$ cat src/rtl/linear_interpolator_pkg.sv
// Shared definitions for the linear interpolator.
//   DATA_W_DEF     : sample width (two's complement, all fractional bits)
//   LOG2_RATIO_DEF : default log2 of the upsampling ratio
//   state_e        : control FSM encoding
package linear_interpolator_pkg;

  localparam int DATA_W_DEF     = 15;
  localparam int LOG2_RATIO_DEF = 4;

  typedef enum logic [1:0] {
    S_IDLE  = 2'd0,
    S_PRIME = 2'd1,
    S_RUN   = 2'd2,
    S_STALL = 2'd3
  } state_e;

endpackage

$ cat src/rtl/linear_interpolator_skid.sv
// One-entry valid/ready input buffer for the interpolator.
//   clk, rst      : clock, synchronous active-high reset
//   in_data/valid : upstream sample and its valid
//   in_ready      : buffer empty, a sample can be taken this clk
//   consume_i     : the interpolator takes nxt_o on this edge
//   nxt_o/nxt_v_o : buffered sample and its valid flag
module interp_skid #(
  parameter int W = 15
) (
  input  logic         clk,
  input  logic         rst,
  input  logic [W-1:0] in_data,
  input  logic         in_valid,
  output logic         in_ready,
  input  logic         consume_i,
  output logic [W-1:0] nxt_o,
  output logic         nxt_v_o
);

  logic [W-1:0] nxt_q;
  logic         nxt_v_q;

  // Ready comes only from the flag, so it never depends on in_valid.
  // A transfer needs an empty buffer and a consume needs a full one, so
  // the two can never happen on the same edge.
  assign in_ready = ~nxt_v_q;
  assign nxt_o    = nxt_q;
  assign nxt_v_o  = nxt_v_q;

  always_ff @(posedge clk) begin
    if (rst) begin
      nxt_q   <= '0;
      nxt_v_q <= 1'b0;
    end else if (in_valid && in_ready) begin
      nxt_q   <= in_data;
      nxt_v_q <= 1'b1;
    end else if (consume_i) begin
      nxt_v_q <= 1'b0;
    end
  end

endmodule

$ cat src/rtl/linear_interpolator.sv
// Linear (first-order) upsampler: one output sample per clk, R = 2^LOG2_RATIO
// output clks per input sample.
//   clk, rst   : clock, synchronous active-high reset
//   in_data    : signed input sample
//   in_valid   : in_data valid this clk
//   in_ready   : input buffer empty; transfer on in_valid & in_ready
//   interp_o   : registered interpolated sample, new value every clk
//   seg_o      : 1-clk pulse while interp_o shows a segment start value
//   underrun_o : sticky, set when a segment ends with nothing buffered
module linear_interpolator
  import linear_interpolator_pkg::*;
#(
  parameter int DATA_W     = DATA_W_DEF,
  parameter int LOG2_RATIO = LOG2_RATIO_DEF
) (
  input  logic              clk,
  input  logic              rst,
  input  logic [DATA_W-1:0] in_data,
  input  logic              in_valid,
  output logic              in_ready,
  output logic [DATA_W-1:0] interp_o,
  output logic              seg_o,
  output logic              underrun_o
);

  localparam int ACC_W = DATA_W + LOG2_RATIO + 1;
  localparam int DLT_W = DATA_W + 1;

  state_e                  state_q;
  logic [DATA_W-1:0]       x1_q;
  logic signed [ACC_W-1:0] acc_q;
  logic signed [DLT_W-1:0] delta_q;
  logic [LOG2_RATIO-1:0]   k_q;
  logic                    seg_q;
  logic                    und_q;

  logic [DATA_W-1:0]       nxt;
  logic                    nxt_v;
  logic                    consume;
  logic                    seg_start;
  logic                    term;
  logic signed [ACC_W-1:0] x1_sh;
  logic signed [ACC_W-1:0] delta_ext;
  logic signed [DLT_W-1:0] delta_d;
  logic                    acc_unused;

  interp_skid #(.W(DATA_W)) u_skid (
    .clk       (clk),
    .rst       (rst),
    .in_data   (in_data),
    .in_valid  (in_valid),
    .in_ready  (in_ready),
    .consume_i (consume),
    .nxt_o     (nxt),
    .nxt_v_o   (nxt_v)
  );

  // Terminal phase of a segment (k == R-1).
  assign term = &k_q;

  // nxt_v is the registered flag, so a sample arriving on the terminal clk
  // is not seen until the following clk and the block passes through STALL.
  assign seg_start = nxt_v && ((state_q == S_PRIME) || (state_q == S_STALL) ||
                               ((state_q == S_RUN) && term));
  assign consume   = seg_start || (nxt_v && (state_q == S_IDLE));

  // x1 scaled into the accumulator's fixed-point grid (sign-extended).
  assign x1_sh     = {x1_q[DATA_W-1], x1_q, {LOG2_RATIO{1'b0}}};
  // One extra bit keeps full-scale differences from wrapping.
  assign delta_d   = $signed({nxt[DATA_W-1], nxt}) - $signed({x1_q[DATA_W-1], x1_q});
  assign delta_ext = {{(ACC_W-DLT_W){delta_q[DLT_W-1]}}, delta_q};

  // Dropping the low bits floors; the top guard bit is never needed for the
  // output because the value always lies between the two endpoints.
  assign interp_o   = acc_q[DATA_W+LOG2_RATIO-1:LOG2_RATIO];
  assign seg_o      = seg_q;
  assign underrun_o = und_q;
  assign acc_unused = ^{acc_q[ACC_W-1], acc_q[LOG2_RATIO-1:0]};

  always_ff @(posedge clk) begin
    if (rst) begin
      state_q <= S_IDLE;
      x1_q    <= '0;
      acc_q   <= '0;
      delta_q <= '0;
      k_q     <= '0;
      seg_q   <= 1'b0;
      und_q   <= 1'b0;
    end else begin
      seg_q <= 1'b0;
      if (seg_start) begin
        // New segment from the current endpoint to the buffered sample.
        acc_q   <= x1_sh;
        delta_q <= delta_d;
        x1_q    <= nxt;
        k_q     <= '0;
        seg_q   <= 1'b1;
        state_q <= S_RUN;
      end else begin
        case (state_q)
          S_IDLE: begin
            if (nxt_v) begin
              x1_q    <= nxt;
              state_q <= S_PRIME;
            end
          end
          S_RUN: begin
            if (!term) begin
              acc_q <= acc_q + delta_ext;
              k_q   <= k_q + 1'b1;
            end else begin
              // Nothing buffered at the end of the segment: park on x1.
              acc_q   <= x1_sh;
              delta_q <= '0;
              und_q   <= 1'b1;
              state_q <= S_STALL;
            end
          end
          default: ;
        endcase
      end
    end
  end

endmodule
$ cat config.mk
export PLATFORM = sky130hd
export DESIGN_NAME = linear_interpolator
export DESIGN_NICKNAME = d
export VERILOG_FILES = /design/src/rtl/linear_interpolator_pkg.sv /design/src/rtl/linear_interpolator_skid.sv /design/src/rtl/linear_interpolator.sv
export SDC_FILE = /design/constraint.sdc
export NUM_CORES = 1
export LEC_CHECK = 0
export ABC_AREA = 1
export ABC_CLOCK_PERIOD_IN_PS = 5460
export CORE_UTILIZATION = 65
export CTS_BUF_LIST = sky130_fd_sc_hd__clkbuf_4 sky130_fd_sc_hd__clkbuf_8
export DETAILED_ROUTE_END_ITERATION = 7
export PLACE_DENSITY = 0.87
export SYNTH_ARGS = -nofsm -noshare
export SYNTH_HDL_FRONTEND = slang
export SYNTH_HIERARCHICAL = 1
export SYNTH_SLANG_ARGS = --single-unit
$ cat constraint.sdc
create_clock -name clk -period 5.46 [get_ports clk]
set_clock_uncertainty 0.15 [all_clocks]
set_input_delay 1.092 -clock clk [delete_from_list [all_inputs] [get_ports clk]]
set_output_delay 1.092 -clock clk [all_outputs]
set_load 0.01 [all_outputs]
# Word level (Yosys, flattened, before mapping)
# Cells that the tools add are included.
[op_classes] n_bitwise=3 muxes=16 n_reduce_logical=23 add_sub_neg=3 n_eq_ne=7
[ops] cell="2-to-1 mux 20 bit" n=3
[ops] cell="2-to-1 mux 16 bit" n=3
[ops] cell="2-to-1 mux 15 bit" n=3
[ops] cell="adder 20 x 16 -> 20 bit" n=1
[ops] cell="subtractor 15 x 15 -> 16 bit" n=1
[ops] cell="nonzero test 2 bit" n=6
[ops] cell="2-to-1 mux 2 bit" n=3
[ops] cell="AND reduction 2 bit" n=3
[ops] cell="AND reduction 3 bit" n=2
[ops] cell="AND reduction 6 bit" n=1
[ops] cell="adder 4 x 1 -> 4 bit (second input constant)" n=1
[ops] cell="equality test 2 bit (second input constant)" n=2
[ops] cell="logical AND 1 bit" n=4
[ops] cell="case mux 2 bit (2 select lines)" n=1
[ops] cell="AND reduction 4 bit" n=1
[ops] cell="logical OR 1 bit" n=3
[ops] cell="2-to-1 mux 1 bit" n=3
[ops] cell="!= test 3 x 2 -> 1 bit (second input constant)" n=1
[ops] cell="!= test 3 bit (second input constant)" n=1
[ops] cell="inverter 1 bit" n=3
[ops] cell="nonzero test 3 bit" n=1
[ops] cell="equality test 2 x 1 -> 1 bit (second input constant)" n=1
[ops] cell="zero test 2 bit" n=1
[ops] cell="!= test 2 x 1 -> 1 bit (second input constant)" n=1
[ops] cell="other kinds (2)" n=2
[word_totals] elab_cells=63 in_bits=18 regBits=75

# Logic depth before layout (Yosys ltp)
# Gate-level depths: netlist (run 1).
[depth] word_depth=7 depth_mapped=13

# Cells and area by module
# The synthesis (run 1) kept the hierarchy.
[by_module_without_submodules] mod="linear_interpolator" cells_each=625 instances=1 area_each_um2=4136.5
[by_module_without_submodules] mod="interp_skid" cells_each=104 instances=1 area_each_um2=699.4

# Least setup slack after synthesis (run 1)
# Ideal clock, no wire load.
[synth_timing] path_kind="register to output" from="register u_skid.nxt_v_q (netlist: u_skid/nxt_v_o)" to="output in_ready" setup_slack_ns=3.524 t_arrival_ns=0.694 t_required_ns=4.218 path_buffers=1 stages_incl_launch_ff=3 cell_sequence="dfxtp_1 -> inv_2 -> buf_6"
[synth_between] elab_chain_len=1
[synth_lines] element="from (decl)" line="linear_interpolator_skid.sv:21" rtl="logic nxt_v_q;"
[synth_lines] element="from (signal assigned)" line="linear_interpolator_skid.sv:33" rtl="nxt_v_q <= 1'b0;"
[synth_lines] element="from (signal assigned)" line="linear_interpolator_skid.sv:36" rtl="nxt_v_q <= 1'b1;"
[synth_lines] element="from (signal assigned)" line="linear_interpolator_skid.sv:38" rtl="nxt_v_q <= 1'b0;"
[synth_lines] element="inverter 1 bit" line="linear_interpolator_skid.sv:26" rtl="assign in_ready = ~nxt_v_q;"
[synth_lines] element="to (decl)" line="linear_interpolator.sv:20" rtl="output logic in_ready,"
# Every way passes these cells.

==> results of run 1 <==
cell families (layout without fill, tap and decap cells):
group	count (synthesis)	in the layout
compound gates	149	149
simple gates	339	339
buf+inv	123	141
flops	74	74
xor+xnor	8	8
fa+ha+maj	36	36
synthesized netlist by cell type (3+ instances only):
cell type	count
and2_1	4
nor2_1	62
inv_1	82
buf_6	3
nand2_1	175
inv_2	7
dfxtp_1	74
a21oi_1	94
o21ai_0	37
buf_4	17
buf_2	8
nand3b_1	8
nor2_4	4
clkbuf_1	5
ha_1	34
nor3_1	5
nand4_1	3
or2_2	6
xor2_1	6
nand3_1	63
o21ai_1	9
nand2_2	4
stage by stage:
step	setup slack [ns]	instances	utilization, %
floorplan	3.52	729	-
global placement	1.82	830	70.6
detailed placement	1.72	830	70.6
CTS	2.10	846	73.7
global route	1.85	846	73.7
finish	2.05	846	73.7
layout make-up:
class	count	share of cell area, %
multi-input cells	532	52.6
flip-flops and latches	74	27.9
repair buffers	35	6.59
inverters	90	6.35
clock buffers	10	2.59
well taps	99	2.33
clock inverters	6	1.67
routing by layer:
metal,vias to the layer above,wire [um]
met3,16,543
met5,-,0
met2,155,5140
li1,2398,-
met4,0,164
met1,2090,5220
worst max-delay path, cell delays in order:
cell	delay (ns)
clkdlybuf4s50_1	0.87
clkinv_1	0.89
nand2_1	0.36
inv_1	0.09
a32o_1	0.21
power breakdown:
part,switching [mW],internal (mW),leakage [nW]
clock,0.214,0.270,0.109
sequential,0.0279,0.572,0.604
combinational,0.218,0.135,1.81
registers in the layout, summed over array words and instances (netlist names):
signal / cells
underrun_o: 1
seg_o: 1
delta_q: 16
u_skid/nxt_o: 15
u_skid/nxt_v_o: 1
state_q: 2
acc_q: 19
k_q: 4
x1_q: 15
path summary, 6_finish.rpt:
path / endpoint / slack (ns) / depth (start not counted)
hold / removal: delta_q[14]$_SDFFE_PP0P_ / 0.33 / 2
hold reg to reg: delta_q[14]$_SDFFE_PP0P_ / 0.33 / 2
setup / recovery: delta_q[1]$_SDFFE_PP0P_ / 2.05 / 5
setup reg to reg: acc_q[8]$_SDFFE_PP0P_ / 3.16 / 11
layout by cell type (no fill, tap or decap), types with 3 or more instances in the layout:
cell type,count
xor2_1,6
or2_2,6
clkbuf_8,10
inv_2,7
clkdlybuf4s50_1,35
nor2_1,62
nand2_1,175
ha_1,34
o21ai_0,37
inv_1,82
and2_1,4
nor3_1,5
nand3b_1,8
nand2_2,4
nor2_4,4
dfxtp_1,74
nand4_1,3
o21ai_1,9
nand3_1,63
a21oi_1,94
==> flow_metrics.tcl, run 1 <==
set metrics [dict create \
    clk-insertion-delay-late_ns 0.36 \
    register_area_sq_um 1480 \
    r2r-start "delta_q[0]$_SDFFE_PP0P_" \
    min_period_over_period_pct 62.5 \
    io-pin-count 36 \
    whs_ns 0.333 \
    path_clk_slew_ns 0.08 \
    root_buffer "clkbuf_8" \
    end_kind "register" \
    busiest_layer "met2" \
    synth_edf_count 0 \
    fill_cells 636 \
    synth_mux_area_share_pct 0 \
    antenna_cells 0 \
    syn_avg_cell_area_sq_um 6.63 \
    fp.coreArea_sq_um 7210 \
    maxSlewHeadroom_pct 42.0 \
    drtIter0Drc 266 \
    syn_area_sq_um 4840 \
    antenna_left 0 \
    layout_min_cycle_time_ns 3.41 \
    multi_input_area_sq_um 2800 \
    grtUsageMet1_pct 39.2 \
    port_buffers 35 \
    die_h_um 88.3 \
    cp-startpoint "rst" \
    design_area_sq_um 5320 \
    yosys_warnings 6 \
    firstDrtPassIters 5 \
    syn-num-nets 783 \
    status "finished clean" \
    max_clock_freq_ghz 0.293 \
    area_growth_pct 9.94 \
    start_util_pct 67.0 \
    synth-xor-area-share_pct 1.45 \
    hold_start "delta_q[14]$_SDFFE_PP0P_" \
    postSynthCellCount 729 \
    ctsResizeCount 0 \
    grt_max_degree 37 \
    clkSinkCount 74 \
    rows 31 \
    ys.flop_type "dfxtp_1" \
    synth_seq_cells 74 \
    yosysTopAreaCellShare_pct 30.6 \
    synth_fa_ha_area_share_pct 9.62 \
    layout-drive-gt1-share_pct 5.76 \
    synth_top_cell_by_area "dfxtp_1" \
    die_area_sq_um 7790 \
    clk_path_buf_depth 2 \
    synth-async-reset-ratio_pct 0 \
    antenna_found_initial 0 \
    via_count 4659 \
    synth_compound_area_share_pct 16.0 \
    htreeDepth 3 \
    nNetsFinal 796 \
    grt_pass1_vias 4086 \
    gp_congestion 0.980 \
    final-max-slew-violation-count 0 \
    fp.dieW_um 88.3 \
    min_path_type "register to register" \
    cts_hold_buf 0 \
    track_usage_pct 29.5 \
    grt_pass1_wl_um 18000 \
    vdd_drop_max_mv 0.165 \
    maxCapViolations 0 \
    synth.distinct_cells 36 \
    p_per_area_nw_per_um2 270 \
    drc 0 \
    cts_tree "built" \
    synth_area_leaders "dfxtp_1 (31%), nand2_1 (14%), a21oi_1 (9.7%)" \
    cp.required_ns 5.56 \
    rsz0062_at_grt "false" \
    grtUsageMet2_pct 48.9 \
    wl_per_cell_um 13.1 \
    cp.arrival_ns 3.51 \
    worst_pin_slew_ns 0.865 \
    numCtsBuffers 9 \
    cp_max_fo 36 \
    yosysSeqAreaShare_pct 30.6 \
    wl_um 11100 \
    p_total_mw 1.44 \
    path_class "input port to register" \
    vias_per_cell 5.51 \
    synth_top_family_by_area "simple AND/OR/NAND/NOR gates" \
    tns_ns 0 \
    placed_area_sq_um 5090 \
    synthSimpleGateAreaFrac_pct 30.7 \
    crit_path_start_kind "input port" \
    cts_setup_buffers 0 \
    hpwl_um 8520 \
    grt_overflow 0 \
    leakage_nw 2.53 \
    grt_use_met3_pct 5.13 \
    hold_viol 0 \
    setup_violations 0 \
]
(Power assumes the default switching activity.)
==> inputs of run 2 (changes only) <==
--- a/config.mk
+++ b/config.mk
@@ -6,11 +6,11 @@
 export NUM_CORES = 1
 export LEC_CHECK = 0
 export ABC_AREA = 1
-export ABC_CLOCK_PERIOD_IN_PS = 5460
-export CORE_UTILIZATION = 65
+export ABC_CLOCK_PERIOD_IN_PS = 3000
+export CORE_UTILIZATION = 55
 export CTS_BUF_LIST = sky130_fd_sc_hd__clkbuf_4 sky130_fd_sc_hd__clkbuf_8
 export DETAILED_ROUTE_END_ITERATION = 7
-export PLACE_DENSITY = 0.87
+export PLACE_DENSITY = 0.79
 export SYNTH_ARGS = -nofsm -noshare
 export SYNTH_HDL_FRONTEND = slang
 export SYNTH_HIERARCHICAL = 1
==> constraint.sdc (replaced) <==
create_clock -name clk -period 3 [get_ports clk]
set_clock_uncertainty 0.15 [all_clocks]
set_input_delay 0.6 -clock clk [delete_from_list [all_inputs] [get_ports clk]]
set_output_delay 0.6 -clock clk [all_outputs]
set_load 0.01 [all_outputs]
==> run 2 against run 1 <==
Non-clock buffer count rose by 4. Cell count increased by 1.2%. Critical path depth is 3 lower. Count of clock-buffer cells in the layout rose by 2. Final area is 0.47% higher. Register-to-register slack worse by 2.3 ns. First-iteration DRC count down 6.8%. Sequential power grew 82%. Sequential share of layout area shrank 0.13 points. Core utilization shrank 10 points. Largest cell class unchanged. Power rose by 79%. Setup slack got worse by 1.4 ns.
==> flow_metrics.tcl, run 2 (synthesis gave the netlist of run 1 again) <==
set metrics [dict create \
    maxCapViolations 0 \
    cp_max_fo 17 \
    ctsResizeCount 0 \
    max_clock_freq_ghz 0.426 \
    die_area_sq_um 9170 \
    area_growth_pct 10.5 \
    worst_pin_slew_ns 0.446 \
    grt_pass1_wl_um 19500 \
    leakage_nw 2.55 \
    hold_viol 0 \
    hold_start "delta_q[13]$_SDFFE_PP0P_" \
    clk-insertion-delay-late_ns 0.35 \
    die_h_um 95.8 \
    largest_register "acc_q" \
    tns_ns 0 \
    p_per_area_nw_per_um2 482 \
    wl_per_cell_um 13.3 \
    min_period_over_period_pct 78.2 \
    min_path_type "register to register" \
    htreeDepth 3 \
    drtIter0Drc 248 \
    layout-drive-gt1-share_pct 6.26 \
    maxSlewHeadroom_pct 70.2 \
    final_common_cell "nand2_1" \
    crit_path_start_kind "register" \
    grt_overflow 0 \
    nNetsFinal 800 \
    cts_setup_buffers 0 \
    rsz0062_at_grt "false" \
    cts_tree "built" \
    track_usage_pct 27.3 \
    final_cell_mix "nand2_1 (175), a21oi_1 (94), inv_1 (82), dfxtp_1 (74), nand3_1 (63)" \
    root_buffer "clkbuf_8" \
    antenna_found_initial 0 \
    cp.required_ns 2.25 \
    fill_cells 818 \
    status "finished clean" \
    final-max-slew-violation-count 0 \
    cp-startpoint "u_skid/nxt_v_o$_SDFFE_PP0P_" \
    cp.arrival_ns 1.60 \
    end_kind "output port" \
    largest_register_ffs 19 \
    vias_per_cell 5.39 \
    gp_congestion 0.923 \
    path_clk_slew_ns 0.08 \
    top_regs "acc_q: 19 flops, delta_q: 16 flops" \
    clk_path_buf_depth 2 \
    fp.dieW_um 95.8 \
    drc 0 \
    rows 33 \
    via_count 4618 \
    cts_hold_buf 0 \
    layout_min_cycle_time_ns 2.35 \
    vdd_drop_max_mv 0.274 \
    port_buffers 35 \
    firstDrtPassIters 5 \
    numCtsBuffers 9 \
    start_util_pct 57.7 \
    wl_um 11400 \
    grt_pass1_vias 4320 \
    setup_violations 0 \
    path_class "register to output port" \
    fp.coreArea_sq_um 8380 \
    antenna_cells 0 \
    io-pin-count 36 \
    clkSinkCount 74 \
    grt_max_degree 29 \
    antenna_left 0 \
    p_total_mw 2.58 \
    r2r-start "k_q[0]$_SDFFE_PP0P_" \
    hpwl_um 8920 \
]
-- run 2: cell types whose count changed in the layout (fill, tap and decap cells not counted) --
| cell | before | now |
|---|---|---|
| clkinv_4 | 0 | 1 |
| clkinvlp_4 | 2 | 0 |
| buf_4 | 0 | 4 |
| clkbuf_8 | 10 | 12 |
| clkinv_2 | 1 | 2 |
| inv_6 | 1 | 0 |
| bufinv_16 | 2 | 1 |
-- run 2: layer usage --
layer	wire length, um	global-route usage, %	up-vias
met5	0	0	-
met3	562	4.66	14
li1	-	-	2397
met1	5450	35.9	2092
met4	146	6.72	0
met2	5270	46.5	115
-- run 2: cell type report --
cell class,count,area [sq um],area share [%]
multi-input cells,532,2800,52.4
flip-flops and latches,74,1480,27.7
repair buffers,39,380,7.12
inverters,90,338,6.32
clock buffers,12,165,3.09
well taps,105,131,2.46
clock inverters,4,48.8,0.914
-- run 2: path summary, 6_finish.rpt --
path	end	cells after the start	slack [ns]
max	in_ready	2	0.65
min	delta_q[13]$_SDFFE_PP0P_	2	0.33
max reg2reg	underrun_o$_SDFFE_PP0P_	8	0.87
min reg2reg	delta_q[13]$_SDFFE_PP0P_	2	0.33
-- run 2: critical path: stages, from the launching register on --
cell and delay (ns):
dfxtp_1 0.40, inv_2 0.25, clkdlybuf4s50_1 0.59
-- run 2: metrics by stage --
stage | setup WS [ns] | instance area [sq um] | cells | hold slack, ns | util (%)
global route | 0.582 | 5340 | 856 | 0.357 | 63.7
global placement | 0.889 | 5130 | 840 | 0.305 | 61.2
CTS | 0.636 | 5340 | 856 | 0.331 | 63.7
floorplan | 1.17 | 4840 | 729 | 0.292 | -
finish | 0.654 | 5340 | 856 | 0.328 | 63.7
detailed placement | 0.862 | 5130 | 840 | 0.318 | 61.2
-- run 2: where the power goes --
part	internal [mW]	total (mW)	switching (mW)	leakage [nW]
Sequential	1.04	1.09	0.0520	0.604
Combinational	0.250	0.653	0.403	1.83
Clock	0.451	0.830	0.379	0.112
==> inputs of run 3 (changes only) <==
--- a/config.mk
+++ b/config.mk
@@ -6,11 +6,11 @@
 export NUM_CORES = 1
 export LEC_CHECK = 0
 export ABC_AREA = 1
-export ABC_CLOCK_PERIOD_IN_PS = 3000
-export CORE_UTILIZATION = 55
+export ABC_CLOCK_PERIOD_IN_PS = 2440
+export CORE_UTILIZATION = 61
 export CTS_BUF_LIST = sky130_fd_sc_hd__clkbuf_4 sky130_fd_sc_hd__clkbuf_8
 export DETAILED_ROUTE_END_ITERATION = 7
-export PLACE_DENSITY = 0.79
+export PLACE_DENSITY = 0.83
 export SYNTH_ARGS = -nofsm -noshare
 export SYNTH_HDL_FRONTEND = slang
 export SYNTH_HIERARCHICAL = 1
==> constraint.sdc (replaced) <==
create_clock -name clk -period 2.44 [get_ports clk]
set_clock_uncertainty 0.15 [all_clocks]
set_input_delay 0.488 -clock clk [delete_from_list [all_inputs] [get_ports clk]]
set_output_delay 0.488 -clock clk [all_outputs]
set_load 0.01 [all_outputs]
==> run 3 against run 2 <==
First-iteration DRC count up 38%. Core utilization up 6.8 points. Cell count up 0.12%. Critical path depth up 11. Final area up 1.5%. Hold slack better by 0.00082 ns. Power up 33%. Critical endpoint is now acc_q[16]$_SDFFE_PP0P_.
==> flow_metrics.tcl, run 3 (synthesis gave the netlist of run 1 again) <==
set metrics [dict create \
    status "finished clean" \
    gp_congestion 0.937 \
    fp.coreArea_sq_um 7690 \
    largest_register "acc_q" \
    crit_path_start_kind "register" \
    start_util_pct 62.9 \
    worst_pin_slew_ns 0.564 \
    maxCapViolations 0 \
    clk-insertion-delay-late_ns 0.36 \
    root_buffer "clkbuf_8" \
    grt_max_degree 29 \
    p_per_area_nw_per_um2 634 \
    htreeDepth 3 \
    final_common_cell "nand2_1" \
    reg2regPathDepth 13 \
    end_kind "register" \
    rsz0062_at_grt "false" \
    antenna_left 0 \
    clk_path_buf_depth 2 \
    internal-power_mw 2.37 \
    path_clk_slew_ns 0.09 \
    track_usage_pct 30.5 \
    maxSlewHeadroom_pct 62.3 \
    antenna_found_initial 0 \
    leakage_nw 2.59 \
    largest_register_ffs 19 \
    port_buffers 35 \
    vias_per_cell 5.68 \
    ctsResizeCount 0 \
    antenna_cells 0 \
    cts_hold_buf 0 \
    cts_setup_buffers 0 \
    firstDrtPassIters 5 \
    final_cell_mix "nand2_1 (175), a21oi_1 (94), inv_1 (82), dfxtp_1 (74), nand3_1 (63)" \
    grt_overflow 0 \
    cts_tree "built" \
    cp.required_ns 2.54 \
    vdd_drop_max_mv 0.360 \
    nNetsFinal 804 \
    p_sw_share_pct 30.9 \
    wl_per_cell_um 14.2 \
    placed_area_sq_um 5150 \
    holdPathStages 2 \
    min_path_type "register to register" \
    area_growth_pct 12.1 \
    cp_max_fo 5 \
    tns_ns 0 \
    drtIter0Drc 343 \
    via_count 4868 \
    pwr-share-comb_pct 23.8 \
    numCtsBuffers 9 \
    drc 0 \
    rr_endpoint "acc_q[16]$_SDFFE_PP0P_" \
    cp_slowest_cell "dfxtp_1" \
    critPathTopFamily "simple AND/OR/NAND/NOR gates" \
    pwr-share-seq_pct 39.0 \
    max_clock_freq_ghz 0.454 \
    cp.depth 13 \
    clkSinkCount 74 \
    grt_pass1_vias 4455 \
    path_common_cell "nand2_1" \
    p_clk_share_pct 37.2 \
    io-pin-count 36 \
    crit_chain "ha_1 -> inv_1 -> fa_1 -> inv_1 -> nand3_1 -> nand3_1 -> nand2_1 -> nand2_1 -> nand2_1 -> nand2_1 -> nand2_1 -> nand3_1 -> a21oi_1" \
    utilization_pct 70.5 \
    grt_pass1_wl_um 20200 \
    die_h_um 91.0 \
    power_switching_mw 1.06 \
    r2r-start "delta_q[0]$_SDFFE_PP0P_" \
    design_area_sq_um 5420 \
    path_class "register to register" \
    layout_min_cycle_time_ns 2.20 \
    fill_cells 686 \
    top_regs "acc_q: 19 flops, delta_q: 16 flops" \
    min_period_over_period_pct 90.2 \
    die_area_sq_um 8290 \
    multi_input_area_sq_um 2800 \
    cp.arrival_ns 2.30 \
    setup_violations 0 \
    register_area_sq_um 1480 \
    slowest_delay_ns 0.36 \
    hold_start "delta_q[5]$_SDFFE_PP0P_" \
    hpwl_um 9060 \
    hold_path_end "delta_q[5]$_SDFFE_PP0P_" \
    hold_viol 0 \
    fp.dieW_um 91.0 \
    final-max-slew-violation-count 0 \
    reg2reg_slack_ns 0.24 \
    wl_um 12200 \
    rows 32 \
    layout-drive-gt1-share_pct 6.75 \
    cp_num_buf_inv 2 \
]
## run 3: cell count changes in the layout (fill, tap and decap cells not counted)
cell	previous run	this run
clkinvlp_4	0	1
buf_4	4	8
bufinv_16	1	4
clkbuf_8	12	9
clkinv_2	2	1
## run 3: worst max path at each step
| stage | startpoint | endpoint | slack [ns] |
|---|---|---|---|
| floorplan | acc_q[0]$_SDFFE_PP0P_ | acc_q[12]$_SDFFE_PP0P_ | 0.61 |
| global placement | acc_q[0]$_SDFFE_PP0P_ | acc_q[16]$_SDFFE_PP0P_ | 0.45 |
| detailed placement | delta_q[0]$_SDFFE_PP0P_ | acc_q[16]$_SDFFE_PP0P_ | 0.31 |
| CTS | delta_q[0]$_SDFFE_PP0P_ | acc_q[16]$_SDFFE_PP0P_ | 0.30 |
| global route | delta_q[0]$_SDFFE_PP0P_ | acc_q[16]$_SDFFE_PP0P_ | 0.09 |
| finish | delta_q[0]$_SDFFE_PP0P_ | acc_q[16]$_SDFFE_PP0P_ | 0.24 |
## run 3: area by class of cell
cell class / count / area share, %
clock buffers: 9 / 2.29
clock inverters: 7 / 2.61
inverters: 90 / 6.23
multi-input cells: 532 / 51.6
flip-flops and latches: 74 / 27.3
well taps: 102 / 2.36
repair buffers: 43 / 7.57
## run 3: routing by layer
metal	track usage [%]	wire length, um
met5	0	0
met2	52.8	5820
met4	10.6	250
met1	39.0	5230
met3	3.77	860
## run 3: stage by stage
stage                     hold WS, ns  power (mW)  std cells  worst slack, ns
after floorplan                 0.292        1.96        729            0.607
after global placement          0.291        2.14        841            0.449
after detailed placement        0.301        2.16        841            0.311
after CTS                       0.326        3.43        857            0.296
after global routing            0.345        3.60        857           0.0881
final                           0.329        3.44        857            0.239
## run 3: worst min-delay path, stage by stage, from the launching register on
cell	delay, ns
dfxtp_1	0.33
nand2_1	0.06
a21oi_1	0.05
## run 3: power by group through the flow
stage / Combinational, mW / Clock (mW) / Sequential, mW
final: 0.817 / 1.28 / 1.34
after global routing: 0.910 / 1.34 / 1.35
after CTS: 0.804 / 1.28 / 1.34
after detailed placement: 0.794 / 0 / 1.37
after global placement: 0.774 / 0 / 1.36
after floorplan: 0.613 / 0 / 1.35
